===== src/rtl/display_scan_ctrl.sv =====
// Scan/mode sequencer for the 6-digit clock display: digit scan index, page mux,
// mode FSM with idle timeout, and blink gating of the field under edit.
module display_scan_ctrl #(
  parameter int SCAN_DIV      = 50000,
  parameter int BLINK_SLOTS   = 500,
  parameter int TIMEOUT_SLOTS = 30000
) (
  input  logic       clk,
  input  logic       rst_n,
  input  logic       mode_key,
  input  logic       edit_key,
  input  logic [6:0] time_hour,
  input  logic [6:0] time_min,
  input  logic [6:0] time_sec,
  input  logic [6:0] alarm_hour,
  input  logic [6:0] alarm_min,
  output logic [6:0] hour,
  output logic [6:0] min,
  output logic [6:0] sec,
  output logic [3:0] selct,
  output logic [1:0] edit_field,
  output logic       blank
);

  localparam int PW = (SCAN_DIV > 2) ? $clog2(SCAN_DIV) : 1;
  localparam int BW = (BLINK_SLOTS > 1) ? $clog2(BLINK_SLOTS) : 1;
  localparam int TW = $clog2(TIMEOUT_SLOTS + 1);
  localparam logic [PW-1:0] PRE_LAST   = PW'(SCAN_DIV - 1);
  localparam logic [BW-1:0] BLINK_LAST = BW'(BLINK_SLOTS - 1);
  localparam logic [TW-1:0] TO_LIMIT   = TW'(TIMEOUT_SLOTS);

  typedef enum logic [2:0] {
    SHOW_TIME  = 3'd0,
    SET_HOUR   = 3'd1,
    SET_MIN    = 3'd2,
    SET_SEC    = 3'd3,
    SHOW_ALARM = 3'd4
  } state_t;

  state_t          state_q, state_d;
  logic [PW-1:0]   pre_q;
  logic [3:0]      sel_q;
  logic [BW-1:0]   blink_cnt_q;
  logic            blink_phase_q;
  logic [TW-1:0]   to_q;
  logic [1:0]      edit_q;
  logic [6:0]      hour_q, min_q, sec_q;
  logic            slot_tick, timeout_hit, state_chg;

  function automatic logic [6:0] sat99(input logic [6:0] v);
    return (v > 7'd99) ? 7'd99 : v;
  endfunction

  function automatic logic [1:0] field_of(input state_t s);
    case (s)
      SET_HOUR: return 2'd1;
      SET_MIN:  return 2'd2;
      SET_SEC:  return 2'd3;
      default:  return 2'd0;
    endcase
  endfunction

  assign slot_tick   = (pre_q == PRE_LAST);
  assign timeout_hit = (to_q == TO_LIMIT);

  // mode_key has priority over the idle timeout
  always_comb begin
    state_d = state_q;
    if (mode_key) begin
      case (state_q)
        SHOW_TIME: state_d = SET_HOUR;
        SET_HOUR:  state_d = SET_MIN;
        SET_MIN:   state_d = SET_SEC;
        SET_SEC:   state_d = SHOW_ALARM;
        default:   state_d = SHOW_TIME;
      endcase
    end else if (timeout_hit && state_q != SHOW_TIME) begin
      state_d = SHOW_TIME;
    end
  end

  assign state_chg = (state_d != state_q);

  always_ff @(posedge clk or negedge rst_n) begin
    if (!rst_n) begin
      state_q       <= SHOW_TIME;
      pre_q         <= '0;
      sel_q         <= 4'd0;
      blink_cnt_q   <= '0;
      blink_phase_q <= 1'b0;
      to_q          <= '0;
      edit_q        <= 2'd0;
      hour_q        <= 7'd0;
      min_q         <= 7'd0;
      sec_q         <= 7'd0;
    end else begin
      pre_q <= slot_tick ? '0 : pre_q + PW'(1);
      if (slot_tick) sel_q <= (sel_q == 4'd5) ? 4'd0 : sel_q + 4'd1;

      state_q <= state_d;
      edit_q  <= field_of(state_d);

      if (state_q == SHOW_ALARM) begin
        hour_q <= sat99(alarm_hour);
        min_q  <= sat99(alarm_min);
        sec_q  <= 7'd0;
      end else begin
        hour_q <= sat99(time_hour);
        min_q  <= sat99(time_min);
        sec_q  <= sat99(time_sec);
      end

      // Restarting blink on entry keeps the edited field visible first
      if (state_chg) begin
        blink_cnt_q   <= '0;
        blink_phase_q <= 1'b0;
      end else if (slot_tick) begin
        if (blink_cnt_q == BLINK_LAST) begin
          blink_cnt_q   <= '0;
          blink_phase_q <= ~blink_phase_q;
        end else begin
          blink_cnt_q <= blink_cnt_q + BW'(1);
        end
      end

      if (mode_key || edit_key || state_chg)
        to_q <= '0;
      else if (slot_tick && state_q != SHOW_TIME && !timeout_hit)
        to_q <= to_q + TW'(1);
    end
  end

  assign hour       = hour_q;
  assign min        = min_q;
  assign sec        = sec_q;
  assign selct      = sel_q;
  assign edit_field = edit_q;
  // sel_q[3:1] names the digit pair: 0 -> min, 1 -> hour, 2 -> sec
  assign blank = blink_phase_q &
                 (((state_q == SET_HOUR) && (sel_q[3:1] == 3'd1)) ||
                  ((state_q == SET_MIN)  && (sel_q[3:1] == 3'd0)) ||
                  ((state_q == SET_SEC)  && (sel_q[3:1] == 3'd2)));

endmodule

===== config.mk =====
export PLATFORM = sky130hd
export DESIGN_NAME = display_scan_ctrl
export DESIGN_NICKNAME = d
export VERILOG_FILES = /design/src/rtl/display_scan_ctrl.sv
export SDC_FILE = /design/constraint.sdc
export NUM_CORES = 1
export LEC_CHECK = 0
export ABC_CLOCK_PERIOD_IN_PS = 2580
export BUFFER_PORTS_ARGS = -buffer_cell sky130_fd_sc_hd__buf_2
export CORE_MARGIN = 4
export CORE_UTILIZATION = 35
export DETAILED_ROUTE_END_ITERATION = 6
export GPL_TIMING_DRIVEN = 0
export SLEW_MARGIN = 40
export SYNTH_ARGS = -nofsm -noshare
export SYNTH_HDL_FRONTEND = slang
export SYNTH_SLANG_ARGS = --single-unit
export TNS_END_PERCENT = 10

===== constraint.sdc =====
create_clock -name clk -period 2.58 [get_ports clk]
set_input_delay 0.129 -clock clk [delete_from_list [all_inputs] [get_ports clk]]
set_output_delay 0.129 -clock clk [all_outputs]
set_load 0.02 [all_outputs]

Yosys cells after proc, flatten, opt, wreduce, memory -nomap -nowiden

Index checks and enable logic that the tools add are counted.

Add/sub/neg operators: 4
$lt $le $gt $ge: 5
Equality and inequality tests: 14
Mux-type cells: 22
Bitwise gates (word level): 2
Reduce and logical (&&, ||, !) cells: 18

Operators with widths:

| cell                                                  | number |
|---|---|
| 2-to-1 mux 7 bit                                      | 8 |
| greater-than comparator 7 bit (second input constant) | 5 |
| 2-to-1 mux 15 bit                                     | 2 |
| 2-to-1 mux 9 bit                                      | 3 |
| adder 16 x 1 -> 16 bit (second input constant)        | 1 |
| equality test 16 bit (second input constant)          | 1 |
| 2-to-1 mux 16 bit                                     | 1 |
| adder 15 x 1 -> 15 bit (second input constant)        | 1 |
| equality test 15 bit (second input constant)          | 1 |
| equality test 3 x 2 -> 1 bit (second input constant)  | 5 |
| one-hot mux 3 bit (4 select lines)                    | 1 |
| adder 9 x 1 -> 9 bit (second input constant)          | 1 |
| equality test 3 x 1 -> 1 bit (second input constant)  | 3 |
| equality test 9 bit (second input constant)           | 1 |
| logical AND 1 bit                                     | 6 |
| logical NOT 3 bit                                     | 2 |
| 2-to-1 mux 3 bit                                      | 2 |
| one-hot mux 2 bit (3 select lines)                    | 1 |
| nonzero test 2 bit                                    | 3 |
| adder 4 x 1 -> 4 bit (second input constant)          | 1 |
| equality test 4 x 3 -> 1 bit (second input constant)  | 1 |
| logical OR 1 bit                                      | 4 |
| 2-to-1 mux 4 bit                                      | 1 |
| equality test 3 bit (second input constant)           | 1 |
| other kinds (7)                                       | 9 |

Bits in registers: 71
Bits of input ports: 39
Output and inout port bits: 28
Logic and storage cells: 75

Longest topological paths before layout

Depth after elaboration: 7
Depth in mapped cells: 8
Gate-level depth less buffers: 6

Worst setup path after synthesis

OpenSTA, ideal clock, no wires.

Path type: reg2reg
Start point: reg pre_q[0]
End point: reg to_q[12]
Library setup time: 0.125 ns
Data arrival time: 1.775 ns
Required time: 2.455 ns
Path slack: 0.680 ns
Cell stages (with the launch flop): 7
Path buffers: 1
Period minus slack after synthesis: 1.900 ns
Cell sequence: dfrtp_1 ha_1 nand3_1 nand4b_1 buf_2 nor4_1 mux2_2

Cells in the longest elaborated chain, start to end: 4

Ends and longest elaborated chain:

| what                            | line | source |
|---|---|---|
| start, declared                 | 41   | `logic [PW-1:0] pre_q;` |
| start signal, assigned          | 97   | `pre_q <= slot_tick ? '0 : pre_q + PW'(1);` |
| equality test 16 bit            | 63   | `assign slot_tick = (pre_q == PRE_LAST);` |
| logical AND 1 bit (2 in series) | 128  | `else if (slot_tick && state_q != SHOW_TIME && !timeout_hit)` |
| nonzero test 2 bit (no line)    | -    |  |
| end signal, assigned            | 129  | `to_q <= to_q + TW'(1);` |
| end, declared                   | 45   | `logic [TW-1:0] to_q;` |

Every way passes these cells.
A chain may end at the register's enable or synchronous reset.

Worst setup path in the final report

Start point: reg pre_q[0]
End point: reg to_q[13]

The elaborated chain is that of the path after synthesis.

==> summary by stage <==
Clocking
The post-cts gate resize count is 0. The clock tree from TritonCTS is built. Once the clock tree was built, the setup fixing pass inserted 0 buffers.

TritonCTS created 9 clock buffers. The clock passes through at most 2 buffers. The later pin in the worst-skew pair is clocked with a latency of 0.35 ns. The H-tree was split into 3 levels. The number of clock sinks seen by CTS is 71.

The clock root buffer master is sky130_fd_sc_hd__clkbuf_8. After clock tree synthesis, the clock-pin slew on the worst setup and hold paths is 0.08 ns.

Final layout
Of the cells placed in the final design, the portion with a size suffix greater than 1 is 22.5%. At the end of the flow, the number of nets in the layout was 501. The area added between synthesis and finish is 25.0%. The antenna diode count is 0. Once layout is complete, the cells apart from fillers number 596. The utilization after layout is 45.7%.

Floorplan
The core area is 9950 um2. The die covers 12100 um2. 67 I/O pins were placed.

Measured along the y axis, the die boundary spans 110 um. The cell row count is 36. Once the floorplan was initialized, standard cells occupied 36.5% of the core. The die width is 110 um.

STA
Static timing analysis puts the maximum clock frequency at 0.429 GHz. The fraction of the cycle the final worst path needs is 90.4%. Across the routed clock network, the largest skew measured is 0.0113 ns. The slew at the pin closest to its max-slew limit is 0.754 ns. The max-slew violation count was 0.

After layout, the minimum clock period comes to 2.33 ns. Setup violations remaining at the end of the flow were counted as 0. The worst max-slew margin expressed relative to the limit is 49.4%. Setup repair after global routing left no endpoint under its margin.

The number of hold-slack violations in the final timing report is 0. The sum of negative setup slack is 0 ns.

Place
The last weighted congestion value of the routability-driven placer is 0.918. In this run, placement finished with an instance count of 566. The wire-length estimate of the detail-placed layout is 6410 um. The number of buffer cells added on primary ports is 66.

Yosys
Dividing the synthesized area by the synthesized cell count gives 9.94 um2. The mux cell area share after synthesis is 3.68%. Counting distinct cell types in the post-synthesis netlist gives 55. In this run, synthesis inferred 0 flip-flops with an integrated enable. Yosys printed 0 warnings. The library cell with the highest instance count after synthesis is sky130_fd_sc_hd__dfrtp_1.

The main combinational cell family by area after synthesis is simple AND/OR/NAND/NOR gates. Summing the areas of all compound-gate instances in the mapped netlist gives 13.0% of the synthesized area. By count the netlist is led by sky130_fd_sc_hd__dfrtp_1, sky130_fd_sc_hd__nand2_1, sky130_fd_sc_hd__nor3_1. After synthesis, the largest area contributor takes up 48.8% of total cell area. The most area-hungry cell type in the Yosys netlist is sky130_fd_sc_hd__dfrtp_1. In the synthesized netlist, the number of instances is 366. The most used flip-flop cell after synthesis is sky130_fd_sc_hd__dfrtp_1. The total nets after synthesis is 409. Summing the areas of all fa, ha and maj instances in the mapped netlist gives 1.38% of the synthesized area. In the post-synthesis netlist, the biggest area contributors are sky130_fd_sc_hd__dfrtp_1, sky130_fd_sc_hd__nand4_1, sky130_fd_sc_hd__nor3_1. In this run the cell area of the synthesized design comes to 3640 um2. Summing the sequential cell areas from Yosys gives 48.8% of the chip area. The area fraction in and, or, nand and nor cells after synthesis is 25.0%. Counting flops with an async set or reset pin after synthesis yields a share of 100%. The XOR/XNOR share of the synthesized area is 3.85%. The register bit count reported by yosys is 71.

Hold path
The min-delay analysis places its worst path in the category in -> reg. The worst hold path begins at time_min[6]. For hold timing, the worst endpoint is min[6].

The cell depth of the worst hold path is 2.

GRT
Global routing used 20.9% of the available met1 tracks. Global routing used 7.34% of the available met3 tracks. Entering global routing, the biggest net connects 56 pins. The global routing stage identified its most utilized layer as met2. The global-route wire length before repair is 15600 um. Global routing consumed, on the met2 layer, 25.3% of the routing resources. The overall overflow remaining after global route is 0. The number of global-route vias before repair was 3187. The initial antenna violation count is 0.

The global routing usage summed across all routing layers is 16.5%.

Worst setup path
The launch instance of the worst register-to-register path is pre_q[0]. The data arrival time of the critical path is 2.56 ns. The kind of end point of the critical path is a flip-flop. The kind of start point of the critical path is a flip-flop. The critical setup path kind is reg -> reg. The peak fanout along the critical path is 10.

For the worst setup path, the data required time is 2.81 ns. The reg2reg setup slack is 0.25 ns. Counting cells, the worst reg-to-reg path comes to 6. The worst register-to-register path ends at to_q[13].

Detailed routing
The total iterations of the first detailed-routing run is 4. The post-detailed-route count of antenna-violating nets is 0. After detailed routing, the average wire length per cell comes to 15.5 um.

The detailed router finished its first iteration with 215 violations. Wires add up to 9220 um. For this run, design rule violations remaining after detail routing come to 0. Detailed routing inserted a total of 3174 vias. In the routed layout, each cell is associated on average with a via count of 5.33.

Run
Across the run, the number of max-cap violations was 0.

Status
The flow ran to the end, and the final reports show no timing, DRC or antenna violations.

Power
The maximum ir drop on the vdd rail is 0.000361 V. The cell leakage power is 1.96 nW. Dividing total power by cell area gives a power density of 630 nW/um2.
-- per-layer routing --
layer	vias up	wire (um)
met2	101	4240
met4	0	127
met1	1498	3970
met5	-	0
met3	13	872
li1	1562	-
-- per-stage QoR --
stage / hold slack, ns / worst slack, ns / area, um2 / power, mW
2_1_floorplan: -0.167 / 0.680 / 3640 / 1.57
3_3_place_gp: 0.345 / 0.319 / 4130 / 1.76
3_5_place_dp: -0.0202 / 0.308 / 4170 / 1.77
4_1_cts: 0.00198 / 0.299 / 4540 / 2.90
5_1_grt: 0.00935 / 0.0654 / 4550 / 3.01
6_report: 0.0211 / 0.249 / 4550 / 2.86
-- cells by family after synthesis --
logic type / after synthesis
DFF: 71
adders and majority gates: 4
and+or+nand+nor: 158
buffers and inverters: 35
AOI/OAI and AO/OA: 70
xor gates and xnor gates: 16
muxes: 12
-- power breakdown --
group          internal [mW]  switching [mW]
logic                  0.200           0.365
clock network          0.645           0.443
registers               1.19          0.0174
-- sequential cells by signal (all words and copies together), names as in the netlist --
signal and count:
blink_cnt_q 9, blink_phase_q 1, edit_field 2, hour 7
min 7, pre_q 16, sec 7, selct 4
state_q 3, to_q 15
-- final cells by class --
cell class / instances / area [um2]
Fill cell: 962 / 5410
Sequential cell: 71 / 1780
Multi-Input combinational cell: 260 / 1700
Timing Repair Buffer: 81 / 504
Tap cell: 133 / 166
Clock buffer: 11 / 131
Clock inverter: 5 / 106
Buffer: 20 / 100
Inverter: 15 / 56.3
-- cells in the final DEF, fill, tap and decap left out, types with 14 or more instances in the layout --
| cell type | instances |
|---|---|
| sky130_fd_sc_hd__nor3_1 | 21 |
| sky130_fd_sc_hd__nand3_1 | 19 |
| sky130_fd_sc_hd__nand2_1 | 25 |
| sky130_fd_sc_hd__dfrtp_1 | 71 |
| sky130_fd_sc_hd__nand4_1 | 19 |
| sky130_fd_sc_hd__buf_2 | 73 |
| sky130_fd_sc_hd__inv_1 | 15 |
| sky130_fd_sc_hd__nor2_1 | 18 |
| sky130_fd_sc_hd__dlygate4sd3_1 | 14 |
-- repair_timing --
| item | CTS | global route |
|---|---|---|
| hold endpoints to repair | 80 | 1 |
| hold buffers | 13 | 1 |
| setup endpoints to repair | 0 | 0 |
-- how the worst max path moves through the flow --
| stage | from | end | slack (ns) | depth (start not counted) |
|---|---|---|---|---|
| 2_1_floorplan | pre_q[0] | to_q[12] | 0.68 | 6 |
| 3_3_place_gp | pre_q[0] | to_q[12] | 0.32 | 6 |
| 3_5_place_dp | pre_q[0] | to_q[5] | 0.31 | 6 |
| 4_1_cts | pre_q[0] | to_q[5] | 0.30 | 6 |
| 5_1_grt | state_q[0] | min[1] | 0.07 | 7 |
| 6_report | pre_q[0] | to_q[13] | 0.25 | 6 |
-- critical path: stages, from the launching register on --
cell and delay [ns]:
sky130_fd_sc_hd__dfrtp_1 0.44, sky130_fd_sc_hd__ha_1 0.29, sky130_fd_sc_hd__nand3_1 0.16, sky130_fd_sc_hd__nand4b_1 0.29, sky130_fd_sc_hd__buf_2 0.27, sky130_fd_sc_hd__nor4_1 0.40, sky130_fd_sc_hd__mux2_1 0.36
(Power assumes the default switching activity.)
